===== src/rtl/pixel_dispatcher.sv =====
// pixel_dispatcher: walks the screen in raster order, launches one Mandelbrot
// solver run per pixel (cr/ci in 4.23 signed fixed point), waits for the solver
// to finish, then offers the pixel (x, y, color) downstream over valid/ready.
// One pixel is in flight at a time.
//
// Build option: define COLOR_MAP_EN to map the iteration count through an
// 8-entry log2 palette; otherwise the color is the low COLOR_W bits of the count.
module pixel_dispatcher #(
    parameter int H_RES   = 640,
    parameter int V_RES   = 480,
    parameter int X_W     = 10,
    parameter int Y_W     = 9,
    parameter int COLOR_W = 8
) (
    input  logic               clk,
    input  logic               reset,
    input  logic               start,
    input  logic [26:0]        cr_start,
    input  logic [26:0]        ci_start,
    input  logic [26:0]        step,
    input  logic [12:0]        max_iter,
    output logic               solver_reset,
    output logic [26:0]        solver_cr,
    output logic [26:0]        solver_ci,
    output logic [12:0]        solver_max_iter,
    input  logic [12:0]        solver_iter,
    input  logic               solver_done,
    output logic               pix_valid,
    input  logic               pix_ready,
    output logic [X_W-1:0]     pix_x,
    output logic [Y_W-1:0]     pix_y,
    output logic [COLOR_W-1:0] pix_color,
    output logic               busy,
    output logic               frame_done
);

    typedef enum logic [2:0] {
        S_IDLE,
        S_LAUNCH,
        S_SETTLE,
        S_WAIT,
        S_EMIT,
        S_DONE
    } state_t;

    state_t              state_reg;
    logic                settle_cnt_reg;
    logic [X_W-1:0]      x_reg;
    logic [Y_W-1:0]      y_reg;
    logic [26:0]         cr_reg;
    logic [26:0]         ci_reg;
    logic [26:0]         cr_start_reg;
    logic [26:0]         step_reg;
    logic [12:0]         max_iter_reg;

    logic                solver_reset_reg;
    logic [26:0]         solver_cr_reg;
    logic [26:0]         solver_ci_reg;
    logic                pix_valid_reg;
    logic [X_W-1:0]      pix_x_reg;
    logic [Y_W-1:0]      pix_y_reg;
    logic [COLOR_W-1:0]  pix_color_reg;
    logic                busy_reg;
    logic                frame_done_reg;

    // Next raster position and the matching solver coordinates.
    logic                last_x;
    logic                last_y;
    logic [X_W-1:0]      x_next;
    logic [Y_W-1:0]      y_next;
    logic [26:0]         cr_next;
    logic [26:0]         ci_next;
    logic [COLOR_W-1:0]  color_next;

    assign solver_reset    = solver_reset_reg;
    assign solver_cr       = solver_cr_reg;
    assign solver_ci       = solver_ci_reg;
    assign solver_max_iter = max_iter_reg;
    assign pix_valid       = pix_valid_reg;
    assign pix_x           = pix_x_reg;
    assign pix_y           = pix_y_reg;
    assign pix_color       = pix_color_reg;
    assign busy            = busy_reg;
    assign frame_done      = frame_done_reg;

    assign last_x = (x_reg == X_W'(H_RES - 1));
    assign last_y = (y_reg == Y_W'(V_RES - 1));

    // Raster advance: step right along the line, or wrap to the next line
    // (cr back to the line start, ci one step down). Adds wrap modulo 2^27.
    always_comb begin
        x_next  = x_reg;
        y_next  = y_reg;
        cr_next = cr_reg;
        ci_next = ci_reg;
        if (!last_x) begin
            x_next  = x_reg + X_W'(1);
            cr_next = cr_reg + step_reg;
        end else begin
            x_next  = '0;
            y_next  = y_reg + Y_W'(1);
            cr_next = cr_start_reg;
            ci_next = ci_reg - step_reg;
        end
    end

`ifdef COLOR_MAP_EN
    // Leading-one detector: bit gi is flagged when it is set and nothing above it is.
    logic [12:0] lead_onehot;
    genvar gi;
    generate
        for (gi = 0; gi < 13; gi++) begin : g_lead
            if (gi == 12) begin : g_top
                assign lead_onehot[gi] = solver_iter[gi];
            end else begin : g_low
                assign lead_onehot[gi] = solver_iter[gi] & ~(|solver_iter[12:gi+1]);
            end
        end
    endgenerate

    logic [3:0] lead_pos;
    logic [2:0] palette_idx;
    logic [7:0] palette_val;

    // Encode the leading-one position, clamp it to the palette size, then look it up.
    always_comb begin
        lead_pos = 4'd0;
        for (int i = 0; i < 13; i++) begin
            if (lead_onehot[i]) begin
                lead_pos = 4'(i);
            end
        end
        palette_idx = (lead_pos > 4'd7) ? 3'd7 : lead_pos[2:0];
        case (palette_idx)
            3'd0:    palette_val = 8'h03;
            3'd1:    palette_val = 8'h07;
            3'd2:    palette_val = 8'h0F;
            3'd3:    palette_val = 8'h1F;
            3'd4:    palette_val = 8'h3F;
            3'd5:    palette_val = 8'h7F;
            3'd6:    palette_val = 8'hBF;
            default: palette_val = 8'hFF;
        endcase
        if (solver_iter >= max_iter_reg) begin
            color_next = '0;
        end else begin
            color_next = COLOR_W'(palette_val);
        end
    end
`else
    // Points that never escaped are drawn black; the rest show the raw count.
    always_comb begin
        if (solver_iter >= max_iter_reg) begin
            color_next = '0;
        end else begin
            color_next = COLOR_W'(solver_iter);
        end
    end
`endif

    // Per-pixel sequencer. The solver's done flag lags its reset by two cycles,
    // so SETTLE waits that out before WAIT trusts solver_done again.
    always_ff @(posedge clk) begin
        if (reset) begin
            state_reg        <= S_IDLE;
            settle_cnt_reg   <= 1'b0;
            x_reg            <= '0;
            y_reg            <= '0;
            cr_reg           <= '0;
            ci_reg           <= '0;
            cr_start_reg     <= '0;
            step_reg         <= '0;
            max_iter_reg     <= '0;
            solver_reset_reg <= 1'b1;
            solver_cr_reg    <= '0;
            solver_ci_reg    <= '0;
            pix_valid_reg    <= 1'b0;
            pix_x_reg        <= '0;
            pix_y_reg        <= '0;
            pix_color_reg    <= '0;
            busy_reg         <= 1'b0;
            frame_done_reg   <= 1'b0;
        end else begin
            frame_done_reg <= 1'b0;
            case (state_reg)
                S_IDLE: begin
                    solver_reset_reg <= 1'b1;
                    if (start) begin
                        cr_start_reg  <= cr_start;
                        step_reg      <= step;
                        max_iter_reg  <= max_iter;
                        x_reg         <= '0;
                        y_reg         <= '0;
                        cr_reg        <= cr_start;
                        ci_reg        <= ci_start;
                        solver_cr_reg <= cr_start;
                        solver_ci_reg <= ci_start;
                        busy_reg      <= 1'b1;
                        state_reg     <= S_LAUNCH;
                    end
                end
                S_LAUNCH: begin
                    solver_reset_reg <= 1'b0;
                    settle_cnt_reg   <= 1'b0;
                    state_reg        <= S_SETTLE;
                end
                S_SETTLE: begin
                    if (settle_cnt_reg) begin
                        state_reg <= S_WAIT;
                    end else begin
                        settle_cnt_reg <= 1'b1;
                    end
                end
                S_WAIT: begin
                    if (solver_done) begin
                        pix_color_reg <= color_next;
                        pix_x_reg     <= x_reg;
                        pix_y_reg     <= y_reg;
                        pix_valid_reg <= 1'b1;
                        state_reg     <= S_EMIT;
                    end
                end
                S_EMIT: begin
                    if (pix_ready) begin
                        pix_valid_reg    <= 1'b0;
                        solver_reset_reg <= 1'b1;
                        if (last_x && last_y) begin
                            frame_done_reg <= 1'b1;
                            busy_reg       <= 1'b0;
                            state_reg      <= S_DONE;
                        end else begin
                            x_reg         <= x_next;
                            y_reg         <= y_next;
                            cr_reg        <= cr_next;
                            ci_reg        <= ci_next;
                            solver_cr_reg <= cr_next;
                            solver_ci_reg <= ci_next;
                            state_reg     <= S_LAUNCH;
                        end
                    end
                end
                S_DONE: begin
                    state_reg <= S_IDLE;
                end
                default: begin
                    state_reg <= S_IDLE;
                end
            endcase
        end
    end

endmodule


===== config.mk =====
export PLATFORM = sky130hd
export DESIGN_NAME = pixel_dispatcher
export DESIGN_NICKNAME = d
export VERILOG_FILES = /design/src/rtl/pixel_dispatcher.sv
export SDC_FILE = /design/constraint.sdc
export NUM_CORES = 1
export LEC_CHECK = 0
export CORE_MARGIN = 5
export CORE_UTILIZATION = 64
export DETAILED_ROUTE_END_ITERATION = 16
export DONT_BUFFER_PORTS = 1
export GPL_ROUTABILITY_DRIVEN = 0
export PLACE_DENSITY = 0.83
export SETUP_SLACK_MARGIN = 0.4
export SLEW_MARGIN = 15
export SYNTH_ARGS = -nofsm -noshare
export SYNTH_HDL_FRONTEND = slang
export SYNTH_SLANG_ARGS = --single-unit

===== constraint.sdc =====
create_clock -name clk -period 3.1 [get_ports clk]
set_input_delay 0.155 -clock clk [delete_from_list [all_inputs] [get_ports clk]]
set_output_delay 0.155 -clock clk [all_outputs]
set_load 0.02 [all_outputs]

==> run metrics <==
worst path required time=3470 ps; most frequent cells in the layout=nand2_1 (291), a21oi_1 (165), dfxtp_1 (154); crit-path max FO=68; layout cell share with drive strength beyond 1=10.4%; DR top layer=met4; crit path DAT=3120 ps; commonest non-fill, non-tap cell in the layout=nand2_1; die extent in x=135 um; Min-Delay Path Class=in2reg; vias in the first global route=9992; register bit total from synthesis=175; WL met1=11.9 mm; hold path start=cr_start[0]; 1st-iter DRT viols=1068; Reg clk slew, reported paths=60 ps; CP Capture Type=flip-flop; RSZ-0062 raised after global routing=true; number of CTS-inserted buffers=17; vias=10474; H-Tree Depth=4; Cells after Synth=1314; ANT cells=0; Routed WL=33.3 mm; sequential element share of the synthesized area=35.0%; CTS Root Cell=clkbuf_16; Clk Latency, worst-skew pair=440 ps; CTS tree=done; Pwr Density=520 mW/mm^2; Starting Density=65.6%; peak supply drop=410 uV; status=finished, final reports clean; endpoints failing setup=0; Die ar.=0.0182 mm^2; Slew Viols, Final=0; fmax=364 MHz; Longest Clk Path Bufs=2; Post-Route Setup TNS=0 ps; DR pass1 iterations=6; DPL Wire Length=19.9 mm; Post-Syn Nets=1495; Worst-Margin Slew=813 ps; DRC viols=0; antenna-violating nets left=0; Post-Syn Area=0.0100 mm^2; Max Clock Skew=8.90 ps; endpoints failing hold=0; GRT Residual Overflow=0; Met3 Routed Length=3.64 mm; met2 wire length=15.6 mm; fin crit share=88.5%; MaxCap Viol Count=0; synthesized area per cell=7.61 um^2; site row count=45; Rel. slew slack=45.8%; asr flop ratio synth=0%; number of synthesized flops with an enable pin=0; origin of the critical flop-to-flop path=state_reg[2]$_SDFFE_PP0P_; Die Y=135 um; GRT Total Usage=34.3%; critical path class=reg2reg; clock sink total=175; via density per instance=6.35; antenna violations before repair=0; Leakage=5.07 nW; Power, Total=0.00651 W; number of library cell types mapped by synthesis=73; I/O Buffers=0; CP startpoint=state_reg[2]$_SDFFE_PP0P_; CP Launch Type=flip-flop; ys flop type=dfxtp_1; nets@finish=1607; I/O pins=210; Syn-to-layout area delta=25.1%; Core Region=0.0153 mm^2; synth warn=0; post-detailed-route wirelength per cell=20.2 um; fin crit period=2740 ps; largest net degree at the start of global routing=94; first-pass GRT wire length=50.2 mm
[per-stage QoR]
stage | setup WS [ps] | util (%) | area [um^2] | cells | hold slack (ps)
floorplan | 417 | - | 10000 | 1314 | 288
global placement | 313 | 66.4 | 10100 | 1466 | 235
detailed placement | 179 | 66.4 | 10100 | 1466 | 241
CTS | 389 | 80.2 | 12200 | 1644 | 2.59
global route | 232 | 82.1 | 12500 | 1650 | 18.2
finish | 356 | 82.1 | 12500 | 1650 | 25.1
[path summary, 6_finish.rpt]
kind | to | cells past startpoint | slack, ps
setup / recovery | step_reg[1]$_SDFFE_PP0P_ | 6 | 360
hold / removal | solver_cr[0]$_SDFFE_PP0P_ | 3 | 30
setup reg to reg | step_reg[1]$_SDFFE_PP0P_ | 6 | 360
hold reg to reg | y_reg[1]$_SDFFE_PP0P_ | 2 | 510
[layer usage]
layer | up-vias | track usage (%)
li1 | 4814 | -
met5 | - | 0
met4 | 0 | 19.9
met2 | 663 | 56.9
met1 | 4821 | 39.4
met3 | 176 | 10.3
[cells in the mapped netlist, types with 13 or more instances]
cell type    n  area share, %
a211oi_1    20            1.5
a21o_1      29            2.2
a21oi_1    175            8.8
a311oi_1    17            1.5
a31oi_1     13           0.81
and3_1      13           0.81
buf_2       14           0.70
clkbuf_1    51            1.9
dfxtp_1    175             35
ha_1        67            8.4
inv_1       54            2.0
nand2_1    294             11
nand3_1     26            1.3
nor2_1      82            3.1
nor3_1      20            1.0
o211ai_1    35            2.6
o21ai_0     32            1.6
xnor2_1     29            2.5
xor2_1      28            2.5
[kinds of logic after synthesis]
| family | after synthesis | synth area share, % |
|---|---|---|
| muxes | 4 | 0.400 |
| DFF | 175 | 35.0 |
| AOI/OAI and AO/OA | 386 | 24.4 |
| xor gates and xnor gates | 57 | 4.99 |
| buffers and inverters | 132 | 5.16 |
| and+or+nand+nor | 491 | 21.2 |
| adders and majority gates | 69 | 8.78 |
[area by class of cell]
class                           count  area (um^2)
Timing Repair Buffer              171         1680
Clock buffer                       22          474
Multi-Input combinational cell   1007         6260
Fill cell                         956         2740
Sequential cell                   175         3530
Clock inverter                     10          103
Inverter                           54          203
Tap cell                          211          264
[power by group]
part	internal (W)	switching (W)
registers	0.00239	0.000255
logic	0.000771	0.000975
clock network	0.00118	0.000932
total	0.00435	0.00216
[critical path, cell delays in order, from the launching register on]
cell	delay (ps)
dfxtp_1	450
nor2b_1	330
and2_2	220
buf_4	580
nand2_1	280
a21oi_1	210
dlygate4sd3_1	560
[repair_timing]
| action | 4_1_cts | 5_1_grt |
|---|---|---|
| endpoints found under the hold margin | 159 | 0 |
| setup buffers | 2 | 6 |
| hold buffers | 144 | 0 |
| pin swaps | 2 | 21 |
| setup endpoints to repair | 15 | 40 |
| resized for setup | 12 | 65 |
No activity file was read; power rests on OpenSTA's default activity.
